**src/rtl/fetch_stage_q_pkg.sv**
```systemverilog
`default_nettype none
// ============================================================================
// Module   : fetch_stage_q_pkg
// Brief    : Shared widths, the IF/ID register layout and helpers for the fetch stage.
// Revision : 1.0
// ============================================================================
package fetch_stage_q_pkg;

    localparam int c_PC_W     = 16;
    localparam int c_INSTR_W  = 16;
    localparam int c_PC_STEP  = 2;
    localparam int c_RESET_PC = 0;
    localparam int c_QDEPTH   = 2;
    localparam int IF_ID_W    = 1 + c_PC_W + c_INSTR_W;

    typedef struct packed {
        logic                 valid;
        logic [c_PC_W-1:0]    pcn;
        logic [c_INSTR_W-1:0] instr;
    } if_id_t;

    // Bits needed to hold an occupancy value in the range 0..depth.
    function automatic int count_bits(input int depth);
        return $clog2(depth + 1);
    endfunction

    // Bits needed to index depth entries (never less than one).
    function automatic int ptr_bits(input int depth);
        return (depth > 1) ? $clog2(depth) : 1;
    endfunction

endpackage : fetch_stage_q_pkg
`default_nettype wire

```
**src/rtl/fetch_stage_q_fetch_queue.sv**
```systemverilog
`default_nettype none
// ============================================================================
// Module   : fetch_queue
// Brief    : Synchronous FIFO buffering fetched words; clear beats push.
// Revision : 1.0
// ============================================================================
module fetch_queue
    import fetch_stage_q_pkg::*;
#(
    parameter int WIDTH = 32,
    parameter int DEPTH = 2
) (
    input  logic                          clk,
    input  logic                          reset,
    input  logic                          clear,
    input  logic                          push,
    input  logic [WIDTH-1:0]              din,
    input  logic                          pop,
    output logic [count_bits(DEPTH)-1:0]  count,
    output logic [WIDTH-1:0]              head
);

    localparam int c_CW = count_bits(DEPTH);
    localparam int c_PW = ptr_bits(DEPTH);
    localparam logic [c_CW-1:0] c_FULL    = c_CW'(DEPTH);
    localparam logic [c_PW-1:0] c_LAST    = c_PW'(DEPTH - 1);

    logic [WIDTH-1:0] r_mem [DEPTH];
    logic [c_PW-1:0]  r_wr_ptr;
    logic [c_PW-1:0]  r_rd_ptr;
    logic [c_CW-1:0]  r_count;

    logic w_empty;
    logic w_full;
    logic w_do_pop;
    logic w_do_push;

    function automatic logic [c_PW-1:0] ptr_next(input logic [c_PW-1:0] p);
        return (p == c_LAST) ? '0 : p + c_PW'(1);
    endfunction

    // A push into a full queue is accepted only when a pop frees the slot in the same cycle.
    always_comb begin
        w_empty   = (r_count == '0);
        w_full    = (r_count == c_FULL);
        w_do_pop  = pop && !w_empty;
        w_do_push = push && (!w_full || w_do_pop);
    end

    always_ff @(posedge clk or posedge reset) begin
        if (reset) begin
            r_wr_ptr <= '0;
            r_rd_ptr <= '0;
            r_count  <= '0;
        end else if (clear) begin
            r_wr_ptr <= '0;
            r_rd_ptr <= '0;
            r_count  <= '0;
        end else begin
            if (w_do_push) begin
                r_wr_ptr <= ptr_next(r_wr_ptr);
            end
            if (w_do_pop) begin
                r_rd_ptr <= ptr_next(r_rd_ptr);
            end
            if (w_do_push && !w_do_pop) begin
                r_count <= r_count + c_CW'(1);
            end else if (w_do_pop && !w_do_push) begin
                r_count <= r_count - c_CW'(1);
            end
        end
    end

    // Storage carries no reset; the pointers and count define what is live.
    always_ff @(posedge clk) begin
        if (w_do_push && !clear) begin
            r_mem[r_wr_ptr] <= din;
        end
    end

    assign count = r_count;
    assign head  = r_mem[r_rd_ptr];

endmodule : fetch_queue
`default_nettype wire

```
**src/rtl/fetch_stage_q.sv**
```systemverilog
`default_nettype none
// ============================================================================
// Module   : fetch_stage_q
// Brief    : Queued instruction fetch stage with decode backpressure and redirect.
// Revision : 1.0
// ============================================================================
module fetch_stage_q
    import fetch_stage_q_pkg::*;
#(
    parameter int PC_W     = c_PC_W,
    parameter int INSTR_W  = c_INSTR_W,
    parameter int PC_STEP  = c_PC_STEP,
    parameter int RESET_PC = c_RESET_PC,
    parameter int QDEPTH   = c_QDEPTH
) (
    input  logic                      clk,
    input  logic                      reset,
    input  logic                      i_redirect,
    input  logic [PC_W-1:0]           i_redirect_pc,
    input  logic                      i_stall,
    output logic [PC_W-1:0]           o_pc_addr,
    output logic                      o_pc_rd,
    input  logic [INSTR_W-1:0]        i_pc_rddata,
    output logic [PC_W+INSTR_W:0]     IF_ID,
    output logic [PC_W-1:0]           PC
);

    localparam int c_EW  = PC_W + INSTR_W;
    localparam int c_CW  = count_bits(QDEPTH);
    localparam int c_OW  = c_CW + 1;
    localparam logic [PC_W-1:0] c_STEP   = PC_W'(PC_STEP);
    localparam logic [PC_W-1:0] c_RST_PC = PC_W'(RESET_PC);
    localparam logic [c_OW-1:0] c_QLIM   = c_OW'(QDEPTH);

    logic [PC_W-1:0]  r_pc;
    logic             r_pend;
    logic [PC_W-1:0]  r_pend_pc;
    logic [c_EW:0]    r_if_id;

    logic [c_CW-1:0]  w_count;
    logic [c_EW-1:0]  w_head;
    logic [c_EW-1:0]  w_entry;
    logic [c_OW-1:0]  w_occ;
    logic             w_deq;
    logic             w_issue;
    logic             w_push;
    logic             w_pop;

    // w_occ is the occupancy at end of cycle, counting the word already in flight.
    always_comb begin
        w_deq   = (w_count != '0) && !i_stall;
        w_occ   = c_OW'(w_count) + c_OW'(r_pend) - c_OW'(w_deq);
        w_issue = !reset && !i_redirect && (w_occ < c_QLIM);
        w_push  = r_pend && !i_redirect;
        w_pop   = w_deq && !i_redirect;
        w_entry = {r_pend_pc + c_STEP, i_pc_rddata};
    end

    fetch_queue #(
        .WIDTH (c_EW),
        .DEPTH (QDEPTH)
    ) u_queue (
        .clk   (clk),
        .reset (reset),
        .clear (i_redirect),
        .push  (w_push),
        .din   (w_entry),
        .pop   (w_pop),
        .count (w_count),
        .head  (w_head)
    );

    always_ff @(posedge clk or posedge reset) begin
        if (reset) begin
            r_pc      <= c_RST_PC;
            r_pend    <= 1'b0;
            r_pend_pc <= c_RST_PC;
        end else begin
            if (i_redirect) begin
                r_pc <= i_redirect_pc;
            end else if (w_issue) begin
                r_pc <= r_pc + c_STEP;
            end
            r_pend <= w_issue;
            if (w_issue) begin
                r_pend_pc <= r_pc;
            end
        end
    end

    // Redirect squashes IF/ID even while decode is stalled.
    always_ff @(posedge clk or posedge reset) begin
        if (reset) begin
            r_if_id <= '0;
        end else if (i_redirect) begin
            r_if_id <= '0;
        end else if (!i_stall) begin
            if (w_count != '0) begin
                r_if_id <= {1'b1, w_head};
            end else begin
                r_if_id[c_EW] <= 1'b0;
            end
        end
    end

    assign o_pc_addr = r_pc;
    assign o_pc_rd   = w_issue;
    assign PC        = r_pc;
    assign IF_ID     = r_if_id;

endmodule : fetch_stage_q
`default_nettype wire

```
**config.mk**
```make
export PLATFORM = sky130hd
export DESIGN_NAME = fetch_stage_q
export DESIGN_NICKNAME = d
export VERILOG_FILES = /design/src/rtl/fetch_stage_q_pkg.sv /design/src/rtl/fetch_stage_q_fetch_queue.sv /design/src/rtl/fetch_stage_q.sv
export SDC_FILE = /design/constraint.sdc
export NUM_CORES = 1
export LEC_CHECK = 0
export ABC_AREA = 1
export CELL_PAD_IN_SITES_DETAIL_PLACEMENT = 1
export CELL_PAD_IN_SITES_GLOBAL_PLACEMENT = 2
export CORE_ASPECT_RATIO = 1.1
export CORE_MARGIN = 2
export CORE_UTILIZATION = 36
export CTS_CLUSTER_SIZE = 16
export DETAILED_ROUTE_END_ITERATION = 8
export PLACE_DENSITY = 0.95
export SLEW_MARGIN = 20
export SYNTH_ARGS = -nofsm -noshare
export SYNTH_HDL_FRONTEND = slang
export SYNTH_SLANG_ARGS = --single-unit
```
**constraint.sdc**
```tcl
create_clock -name clk -period 6.29 [get_ports clk]
set_input_delay 1.258 -clock clk [delete_from_list [all_inputs] [get_ports clk]]
set_output_delay 1.258 -clock clk [all_outputs]
set_load 0.02 [all_outputs]
```
**Word level (Yosys, flattened, before mapping)**

Memories as Yosys holds them, arrays and structs flattened.
Index checks and enable logic that the tools add are counted.

- Bits in registers: 70
- Bits in writable memories: 64
- Input bits: 36
- Memories kept: 1

Memory list:

| memory | words | bits a word | read ports | clocked after Yosys merged registers in | wr ports | line | RTL |
|---|---|---|---|---|---|---|---|
| u_queue.r_mem | 2 | 32 | 1 | 0 | 1 | fetch_stage_q_fetch_queue.sv:28 | `logic [WIDTH-1:0] r_mem [DEPTH];` |

- $add $sub $neg: 8
- Order comparisons: 1
- Equality and inequality tests: 2
- Mux-type cells: 17
- Reductions and logical operators: 26

Operator list:

| operator | count |
|---|---|
| two-way mux 33 bit | 2 |
| adder 16 x 2 -> 16 bit, second input constant | 2 |
| two-way mux 16 bit | 2 |
| two-way mux 32 bit | 1 |
| logical AND 1 bit | 10 |
| nonzero test 2 bit | 5 |
| two-way mux 1 bit | 9 |
| logical NOT 1 bit | 7 |
| two-way mux 2 bit | 3 |
| adder 2 x 1 -> 3 bit | 1 |
| less-than comparator 3 x 2 -> 1 bit, second input constant | 1 |
| nonzero test 3 bit | 1 |
| subtractor 3 x 1 -> 3 bit | 1 |
| adder 1 bit, second input constant | 2 |
| adder 2 x 1 -> 2 bit, second input constant | 1 |
| == test 2 bit, second input constant | 1 |
| logical NOT 2 bit | 1 |
| inequality test 2 bit, second input constant | 1 |
| AND reduction 2 bit | 1 |
| subtractor 2 x 1 -> 2 bit, second input constant | 1 |
| logical OR 1 bit | 1 |

**Logic depth before layout (Yosys ltp)**

Gate-level depths: netlist (run 1).

- Depth after elaboration: 11
- Mapped depth: 14
- Depth with buffers taken out: 13

**Hierarchy**

A second synthesis (run 1) with hierarchy kept.

- Cells, all modules: 675
- Area total of the unflattened synthesis: 6114.6 µm²

By module, submodules not included:

| module | instances | cells an instance | area an instance (µm²) | seq. area each (µm²) |
|---|---|---|---|---|
| fetch_stage_q | 1 | 469 | 3525.9 | 1651.6 |
| fetch_queue | 1 | 206 | 2588.7 | 2021.9 |

**Worst setup path before layout (run 1)**

Ideal clock, no wire load.

- Path kind: input port to output port
- Start: input reset
- End: output o_pc_rd
- Data arrival time: 3422 ps
- Required time: 5032 ps
- Path slack: 1610 ps
- Stages: 6
- Buffers on the path: 1
- Cells stage by stage: inv_1 > nand2_1 > nor2_2 > nand2_4 > inv_4 > buf_6

- Longest elaborated chain between the ends: 3

RTL lines:

| element | line | RTL |
|---|---|---|
| start, declared | fetch_stage_q.sv:17 | `input logic reset,` |
| logical NOT 1 bit (no line) | - |  |
| logical AND 1 bit (2 in series) | fetch_stage_q.sv:53 | `w_issue = !reset && !i_redirect && (w_occ < c_QLIM);` |
| end, declared | fetch_stage_q.sv:22 | `output logic o_pc_rd,` |

Every way passes these cells.

**Final worst setup path (run 1)**

- Start: input i_stall
- End: output o_pc_rd

- Longest elaborated chain between the ends: 5

RTL lines:

| element | line | RTL |
|---|---|---|
| start, declared | fetch_stage_q.sv:20 | `input logic i_stall,` |
| logical NOT 1 bit | - |  |
| logical AND 1 bit | fetch_stage_q.sv:51 | `w_deq = (w_count != '0) && !i_stall;` |
| subtractor 3 x 1 -> 3 bit | fetch_stage_q.sv:52 | `w_occ = c_OW'(w_count) + c_OW'(r_pend) - c_OW'(w_deq);` |
| less-than comparator 3 x 2 -> 1 bit | fetch_stage_q.sv:53 |  |
| logical AND 1 bit | fetch_stage_q.sv:53 |  |

Every way passes these cells.

==> reports/metrics.csv, run 1 <==
stage,metric,value,unit
outcome,status,"finished, final reports clean",
worst_setup_path,Worst R2R Setup Slack,3230,ps
cts,CTS tree,built,
yosys,Post-synth ARST share,52.2,%
layout,# diodes,0,
worst_setup_path,WP data arrival,4220,ps
timing,Final Hold Viols,0,
timing,RSZ-0062 raised after global routing,false,
routing,Pre-antenna DRT Iters,4,
yosys,Synth Cell Area,5920,sq um
yosys,count of cell types in the netlist,30,
min_path,Hold Path End,IF_ID[7],
routing,met3 WL,586,um
worst_setup_path,"Max FO, Critical Path",43,
timing,setup ws final,814,ps
yosys,Yosys warnings,0,
global_routing,vias in the first global route,4646,
floorplanning,die width,126,um
cts,Post-CTS Setup Repair Bufs,0,
job,total of max-cap violations,0,
yosys,dominant cells by area after synthesis,"edfxtp_1, dfrtp_1, nand2_1, mux2i_1, nand3_1",
power,pwr dens,400,nW/um^2
layout,Filler Cells Inserted,1771,
global_routing,Overflow after GRT,0,
cts,worst-skew pair later-pin latency,420,ps
timing,Final Critical Period,5480,ps
routing,initial DRC count,180,
floorplanning,Die ar.,17500,sq um
cts,Post-CTS Hold Buffers,0,
cts,CTS resizes,0,
cts,maximum clock path buffer count,2,
cts,Clock transition at path regs,50,ps
routing,WL/cell,16.3,um
yosys,sequential fraction of the synthesis area,62.1,%
floorplanning,Core Region,16200,sq um
routing,drt via density,4.97,
cts,clock tree sinks,134,
timing,Slew Limit Fails,0,
worst_setup_path,slowest CP cell,clkdlybuf4s50_1,
routing,WL met2,7.09,mm
routing,met1 wire length,6.20,mm
routing,DRT Wirelength,14.1,mm
placement,placed cells,835,
yosys,Synth top area share,32.5,%
power,Pleak,3.05,nW
placement,Final HPWL DP,9.53,mm
min_path,worst min-delay path class,reg -> reg,
global_routing,initial antenna violation count,0,
worst_setup_path,Critical Path Sink Type,primary output,
power,maximum vdd drop,0.221,mV
placement,GPL Wtd Cong,0.799,
worst_setup_path,worst r2r src,u_queue.count[1],
yosys,Seq cells post-synth,134,
global_routing,total track usage,16.9,%
worst_setup_path,worst path required time,5030,ps
worst_setup_path,worst r2r dst,PC[1],
yosys,biggest area consumer among synthesized cells,edfxtp_1,
yosys,post-synth net total,601,
yosys,mean post-synth cell area,10.5,sq um
worst_setup_path,worst path buffer plus inverter count,3,
timing,period utilization,87.1,%
placement,post-placement setup slack,803,ps
cts,root buf cell,clkbuf_16,
worst_setup_path,crit path kind,in -> out,
layout,most frequent cells in the layout,"nand2_1, clkdlybuf4s50_1, dfrtp_1",
global_routing,first-pass GRT wire length,23.5,mm
floorplanning,Starting Density,36.4,%
power,Power Total,0.00302,W
routing,DRC viols,0,
yosys,Post-synth EDFFs,64,
timing,Worst Skew,7.22,ps
routing,Max Used Layer,met4,
cts,H-Tree Depth,4,
layout,area delta synth->final,27.6,%
yosys,ys flop type,dfrtp_1,
worst_setup_path,Worst path max stage delay,610,ps
floorplanning,number of I/O pins,102,
timing,Max Clk Rate,183,MHz
layout,number of nets in the layout,690,
worst_setup_path,startpoint type of the worst setup path,input pin,
worst_setup_path,"delay-heaviest family, CP",buffers and inverters,
layout,"commonest non-fill, non-tap cell in the layout",nand2_1,
cts,total CTS buffers,17,
timing,final setup violation count,0,
routing,DRT antenna net count,0,
yosys,Mapped Cells,561,
timing,Rel. slew slack,34.9,%
global_routing,largest net degree at the start of global routing,71,
layout,fraction of layout cells with a size suffix above 1,6.94,%
min_path,worst hold start,IF_ID[7],
timing,final setup TNS,0,ps
worst_setup_path,CP cell instances,"clkdlybuf4s50_1, nor2_8, ha_1, or2_2, fa_1, nand2_1, nor2_2, nand2_4, inv_4, clkdlybuf4s50_1",
routing,vias,4308,
placement,PortBufs,101,
layout,fin cells,867,
worst_setup_path,most repeated library cell on the critical path,clkdlybuf4s50_1,
floorplanning,Die Ht,138,um
min_path,WHS Path Cells,2,
worst_setup_path,Worst R2R Path Depth,13,
floorplanning,# rows,49,
timing,Worst-Margin Slew,974,ps
-- area by class of cell --
| class | instances | area [sq um] | share of cell area (%) |
|---|---|---|---|
| multi-input combinational | 357 | 1860 | 24.6 |
| tap | 204 | 255 | 3.38 |
| sequential | 134 | 3670 | 48.6 |
| clock buffer | 23 | 468 | 6.20 |
| inverter | 35 | 134 | 1.77 |
| clock inverter | 9 | 125 | 1.66 |
| timing repair buffer | 105 | 1040 | 13.8 |
-- layer usage --
metal,GRT usage [%],vias to the layer above
li1,-,2049
met1,21.2,2135
met2,28.6,105
met3,3.68,19
met4,6.54,0
met5,0,-
-- state kept, by name, indices dropped and copies added (netlist names) --
signal	flops
u_queue.r_mem	64
r_pend_pc	16
u_queue.count	2
r_pend	1
IF_ID	33
PC	16
u_queue.r_wr_ptr	1
u_queue.r_rd_ptr	1
-- synth_stat cells (all sizes together), types with 3 or more instances --
master  count
nand2     153
mux2i      28
xor2        5
nand4       5
inv        35
nor2       38
edfxtp     64
nor3        3
nand3      54
buf        34
o21ai      52
xnor2       5
dfrtp      70
ha          3
o31ai       4
-- worst max path at each step --
| stage | startpoint | endpoint | slack (ps) | cells after the start |
|---|---|---|---|---|
| after CTS | i_stall | o_pc_rd | 800 | 10 |
| after global routing | i_stall | o_pc_rd | 680 | 10 |
| final | i_stall | o_pc_rd | 810 | 10 |
| after detailed placement | i_stall | o_pc_rd | 800 | 10 |
| after global placement | i_stall | o_pc_rd | 860 | 10 |
| after floorplan | reset | o_pc_rd | 1610 | 6 |
-- report_power, final --
group | switching, W | internal, W | total [W] | leakage, nW
combinational | 0.000435 | 0.000328 | 0.000763 | 1.27
sequential | 0.000177 | 0.00109 | 0.00126 | 1.48
clock | 0.000354 | 0.000641 | 0.000995 | 0.289
-- worst register-to-register path, stage by stage (launching register included) --
cell     delay [ps]
dfrtp_1         480
nor2_2          260
nor2_8           70
ha_1            270
or2_2           300
fa_1            490
nand2_1          70
nor2_2          120
nand2_4         260
inv_4           140
buf_4           240
nand2_1         100
nand3_1          90
nand2_1          60
-- per-stage QoR --
stage	util (%)	hold slack, ps	instance area (sq um)
6_report	46.5	486	7550
3_5_place_dp	42.8	476	6960
5_1_grt	46.5	501	7550
2_1_floorplan	-	442	5920
3_3_place_gp	42.8	458	6960
4_1_cts	46.5	491	7550
-- kinds of logic (layout without fill, tap and decap cells) --
| group | after synthesis | count (layout) | synth area share, % |
|---|---|---|---|
| adders and majority gates | 4 | 4 | 0.973 |
| AOI/OAI and AO/OA | 59 | 59 | 5.20 |
| buffers and inverters | 70 | 172 | 6.70 |
| DFF | 134 | 134 | 62.1 |
| xor gates and xnor gates | 10 | 10 | 1.48 |
| and+or+nand+nor | 256 | 256 | 18.8 |
| muxes | 28 | 28 | 4.74 |
Note: power is estimated with default switching activity, not from simulation.
==> inputs of run 2 (changes only) <==
--- a/config.mk
+++ b/config.mk
@@ -13,7 +13,8 @@
 export CORE_UTILIZATION = 36
 export CTS_CLUSTER_SIZE = 16
 export DETAILED_ROUTE_END_ITERATION = 8
-export PLACE_DENSITY = 0.95
+export PLACE_DENSITY_LB_ADDON = 0.12
+export SKIP_LAST_GASP = 1
 export SLEW_MARGIN = 20
 export SYNTH_ARGS = -nofsm -noshare
 export SYNTH_HDL_FRONTEND = slang
==> run 2 against run 1 <==
Compared with the run above: setup slack gained 23 ps; power up 1.1%; non-clock buffer count stayed put; cell count did not move; maximum frequency rose by 0.43%; via count decreased by 2.9%; sequential cell count is the same; critical endpoint unchanged; largest cell class unchanged.
==> reports/metrics.csv, run 2 (same netlist as run 1, synthesis figures left out) <==
stage,metric,value,unit
outcome,status,"finished, final reports clean",
global_routing,initial antenna violation count,0,
timing,final setup TNS,0,ps
min_path,WHS Path Cells,0,
global_routing,vias in the first global route,4589,
layout,# diodes,0,
power,maximum vdd drop,0.235,mV
layout,most frequent cells in the layout,"nand2_1, clkdlybuf4s50_1, dfrtp_1",
worst_setup_path,Critical Path Sink Type,primary output,
routing,vias,4182,
cts,clock tree sinks,134,
power,Pint,0.00208,W
routing,initial DRC count,211,
worst_setup_path,crit path kind,in -> out,
worst_setup_path,"delay-heaviest family, CP",buffers and inverters,
worst_setup_path,worst r2r src,u_queue.count[1],
layout,number of nets in the layout,690,
routing,DRT antenna net count,0,
power,Switching Share,31.8,%
power,pwr dens,403,nW/um^2
worst_setup_path,CP cell instances,"clkdlybuf4s50_1, nor2_8, ha_1, or2_2, fa_1, nand2_1, nor2_2, nand2_4, inv_4, clkdlybuf4s50_1",
floorplanning,die width,126,um
timing,Worst-Margin Slew,991,ps
cts,Post-CTS Setup Repair Bufs,0,
power,Pleak,3.06,nW
cts,root buf cell,clkbuf_16,
worst_setup_path,most repeated library cell on the critical path,clkdlybuf4s50_1,
worst_setup_path,worst setup path startpoint,i_stall,
routing,drt via density,4.82,
worst_setup_path,"Max FO, Critical Path",43,
timing,Worst Skew,14.0,ps
placement,PortBufs,101,
floorplanning,# rows,49,
job,total of max-cap violations,0,
worst_setup_path,worst r2r dst,PC[1],
layout,"commonest non-fill, non-tap cell in the layout",nand2_1,
global_routing,first-pass GRT wire length,22.8,mm
min_path,worst hold start,r_pend_pc[0],
worst_setup_path,startpoint type of the worst setup path,input pin,
floorplanning,number of I/O pins,102,
routing,WL/cell,15.9,um
worst_setup_path,Worst R2R Path Depth,13,
global_routing,total track usage,16.7,%
global_routing,largest net degree at the start of global routing,71,
cts,CTS tree,built,
layout,max reg flops,64,
worst_setup_path,WP data arrival,4190,ps
cts,worst-skew pair later-pin latency,420,ps
timing,Final Critical Period,5450,ps
power,Comb pwr share,24.9,%
floorplanning,Die Ht,138,um
timing,RSZ-0062 raised after global routing,false,
timing,Max Clk Rate,183,MHz
worst_setup_path,slowest CP cell,clkdlybuf4s50_1,
power,Clk pwr share,34.0,%
timing,Slew Limit Fails,0,
worst_setup_path,Worst R2R Setup Slack,3220,ps
floorplanning,Core Region,16200,sq um
timing,period utilization,86.7,%
worst_setup_path,worst path required time,5030,ps
routing,DRC viols,0,
global_routing,Overflow after GRT,0,
worst_setup_path,critical path depth,10,
layout,area delta synth->final,28.1,%
cts,H-Tree Depth,4,
timing,Rel. slew slack,33.8,%
placement,GPL Wtd Cong,0.813,
routing,DRT Wirelength,13.8,mm
min_path,worst min-delay path class,reg -> reg,
timing,Final Hold Viols,0,
power,Psw,0.000971,W
timing,final setup violation count,0,
floorplanning,Starting Density,36.4,%
layout,fraction of layout cells with a size suffix above 1,7.54,%
cts,CTS resizes,0,
cts,Post-CTS Hold Buffers,0,
cts,maximum clock path buffer count,2,
worst_setup_path,Worst path max stage delay,610,ps
routing,Pre-antenna DRT Iters,4,
cts,Clock transition at path regs,50,ps
power,Power Total,0.00305,W
power,sequential share of power,41.1,%
cts,total CTS buffers,17,
floorplanning,Die ar.,17500,sq um
layout,Final Util,46.7,%
worst_setup_path,worst path buffer plus inverter count,3,
worst_setup_path,Worst setup endpoint,o_pc_rd,
placement,Final HPWL DP,9.30,mm
layout,Top reg by flops,u_queue.r_mem,
==> run 2: through the flow <==
stage               hold slack (ps)  instance area [sq um]  setup slack, ps  cells
CTS                             483                   7580              808    867
global route                    493                   7580              680    867
global placement                454                   6960              860    835
detailed placement              468                   6960              816    835
finish                          475                   7580              838    867
floorplan                       442                   5920             1610    561
==> run 2: worst reg2reg max path, delay by kind of cell (launching register included) <==
family / cells / cell delay (ps)
flops: 1 / 480
simple gates: 9 / 1320
buf+inv: 2 / 400
fa+ha+maj: 2 / 750
==> run 2: area by class of cell <==
cell class / count / area [sq um]
clock buffer: 18 / 439
clock inverter: 14 / 181
fill: 1796 / 8670
inverter: 35 / 134
multi-input combinational: 357 / 1860
sequential: 134 / 3670
tap: 204 / 255
timing repair buffer: 105 / 1040
==> run 2: per-layer routing <==
layer,part of all wire [%],GRT usage (%),up-vias
met5,0,0,-
met4,1.7,5.96,0
met3,3.9,4.61,18
met2,48,27.7,96
met1,46,21.0,2016
li1,-,-,2052
==> run 2: how the worst min path moves through the flow <==
stage                                 to
detailed placement  u_queue.r_mem[0][16]
floorplan           u_queue.r_mem[0][16]
CTS                 u_queue.r_mem[1][16]
finish              u_queue.r_mem[1][16]
global route        u_queue.r_mem[1][16]
global placement    u_queue.r_mem[1][16]
==> run 2: power groups by stage <==
stage	logic [W]	clock network, W	registers, W
final	0.000760	0.00104	0.00125
after floorplan	0.000460	0	0.00128
after global routing	0.000840	0.00110	0.00128
after detailed placement	0.000770	0	0.00127
after global placement	0.000747	0	0.00127
after CTS	0.000775	0.00106	0.00126
==> inputs of run 3 (changes only) <==
--- a/config.mk
+++ b/config.mk
@@ -9,10 +9,11 @@
 export CELL_PAD_IN_SITES_DETAIL_PLACEMENT = 1
 export CELL_PAD_IN_SITES_GLOBAL_PLACEMENT = 2
 export CORE_ASPECT_RATIO = 1.1
-export CORE_MARGIN = 2
+export CORE_MARGIN = 10
 export CORE_UTILIZATION = 36
 export CTS_CLUSTER_SIZE = 16
 export DETAILED_ROUTE_END_ITERATION = 8
+export MAX_ROUTING_LAYER = met4
 export PLACE_DENSITY_LB_ADDON = 0.12
 export SKIP_LAST_GASP = 1
 export SLEW_MARGIN = 20
==> run 3 against run 2 <==
Compared with the run above: critical path depth unchanged; clock power down 7%; global-route usage down 2.5 points; setup slack worse by 24 ps; first-iteration DRC count down 44%; combinational power about the same; clock-buffer cell count up 2; critical path type unchanged; critical endpoint unchanged.
==> reports/metrics.csv, run 3 (same netlist as run 1, synthesis figures left out) <==
stage,metric,value,unit
outcome,status,"finished, final reports clean",
placement,Final HPWL DP,10.1,mm
power,maximum vdd drop,0.201,mV
cts,Post-CTS Hold Buffers,0,
timing,Slew Limit Fails,0,
job,total of max-cap violations,0,
global_routing,largest net degree at the start of global routing,71,
placement,post-placement setup slack,803,ps
timing,hold slack,482,ps
routing,vias,4187,
placement,dpl cell area,6960,sq um
cts,CTS tree,built,
min_path,worst min-delay path class,reg -> reg,
layout,area delta synth->final,27.5,%
cts,Post-CTS Setup Repair Bufs,0,
routing,DRC viols,0,
layout,Reg area,3670,sq um
power,Pleak,3.05,nW
timing,Rel. slew slack,35.1,%
routing,WL/cell,16.6,um
layout,# diodes,0,
placement,PortBufs,101,
timing,final setup violation count,0,
routing,DRT antenna net count,0,
timing,final setup TNS,0,ps
floorplanning,Starting Density,36.4,%
cts,H-Tree Depth,4,
layout,most frequent cells in the layout,"nand2_1, clkdlybuf4s50_1, dfrtp_1",
worst_setup_path,crit path kind,in -> out,
cts,worst-skew pair later-pin latency,420,ps
worst_setup_path,CP cell instances,"clkdlybuf4s50_1, nor2_8, ha_1, or2_2, fa_1, nand2_1, nor2_2, nand2_4, inv_4, clkdlybuf4s50_1",
placement,GPL Wtd Cong,0.825,
cts,clock tree sinks,134,
worst_setup_path,Worst path max stage delay,610,ps
cts,root buf cell,clkbuf_16,
worst_setup_path,Critical Path Sink Type,primary output,
routing,drt via density,4.83,
timing,Final Critical Period,5480,ps
global_routing,first-pass GRT wire length,24.2,mm
routing,Pre-antenna DRT Iters,4,
layout,Top reg by flops,u_queue.r_mem,
cts,CTS resizes,0,
cts,maximum clock path buffer count,2,
timing,Worst Skew,11.7,ps
worst_setup_path,most repeated library cell on the critical path,clkdlybuf4s50_1,
worst_setup_path,slowest CP cell,clkdlybuf4s50_1,
global_routing,vias in the first global route,4701,
worst_setup_path,"delay-heaviest family, CP",buffers and inverters,
layout,fraction of layout cells with a size suffix above 1,7.54,%
floorplanning,number of I/O pins,102,
floorplanning,die width,142,um
global_routing,total track usage,14.2,%
worst_setup_path,"Max FO, Critical Path",43,
worst_setup_path,WP data arrival,4220,ps
cts,total CTS buffers,17,
floorplanning,Core Region,16200,sq um
power,pwr dens,395,nW/um^2
layout,Filler Cells Inserted,1823,
floorplanning,Die Ht,154,um
layout,"commonest non-fill, non-tap cell in the layout",nand2_1,
timing,RSZ-0062 raised after global routing,false,
floorplanning,# rows,49,
timing,setup ws final,814,ps
worst_setup_path,startpoint type of the worst setup path,input pin,
layout,max reg flops,64,
global_routing,initial antenna violation count,0,
global_routing,Overflow after GRT,0,
layout,Final Util,46.4,%
cts,Clock transition at path regs,60,ps
timing,Max Clk Rate,183,MHz
routing,DRT Wirelength,14.4,mm
routing,initial DRC count,118,
layout,post-route cell area,7540,sq um
floorplanning,Die ar.,22000,sq um
worst_setup_path,worst path buffer plus inverter count,3,
layout,number of nets in the layout,690,
worst_setup_path,worst path required time,5030,ps
layout,Multi-input gate area,1860,sq um
timing,Final Hold Viols,0,
timing,Worst-Margin Slew,972,ps
timing,period utilization,87.1,%
## run 3: path summary, 6_finish.rpt
path / startpoint / to / slack, ps / cells past startpoint
setup / recovery: i_stall / o_pc_rd / 810 / 10
hold / removal: IF_ID[19] / IF_ID[19] / 480 / 2
setup reg to reg: u_queue.count[1] / PC[1] / 3240 / 13
hold reg to reg: IF_ID[19] / IF_ID[19] / 480 / 2
max in group asynchronous: reset / u_queue.r_rd_ptr / 4130 / 3
min in group asynchronous: reset / u_queue.count[0] / 1490 / 3
## run 3: final cells by class
class / instances / area share, %
flip-flops and latches: 134 / 48.7
multi-input cells: 357 / 24.6
repair buffers: 105 / 13.8
clock buffers: 20 / 6.05
well taps: 204 / 3.38
inverters: 35 / 1.77
clock inverters: 12 / 1.68
## run 3: worst min-delay path, cell delays in order (launching register included)
cell	delay, ps
dfrtp_1	340
nand2_1	50
o21ai_0	60
## run 3: metrics by stage
| stage | total power, W | std cells |
|---|---|---|
| finish | 0.00298 | 867 |
| global route | 0.00317 | 867 |
| CTS | 0.00303 | 867 |
| detailed placement | 0.00205 | 835 |
| global placement | 0.00203 | 835 |
| floorplan | 0.00174 | 561 |
## run 3: power by group
group          switching, W  internal [W]
sequential         0.000171       0.00108
combinational      0.000432      0.000327
clock              0.000363      0.000602
## run 3: per-layer routing
layer / global-route usage, % / wire length (um)
met1: 17.1 / 6600
met2: 22.5 / 6950
met3: 3.61 / 637
met4: 5.31 / 208
met5: - / 0
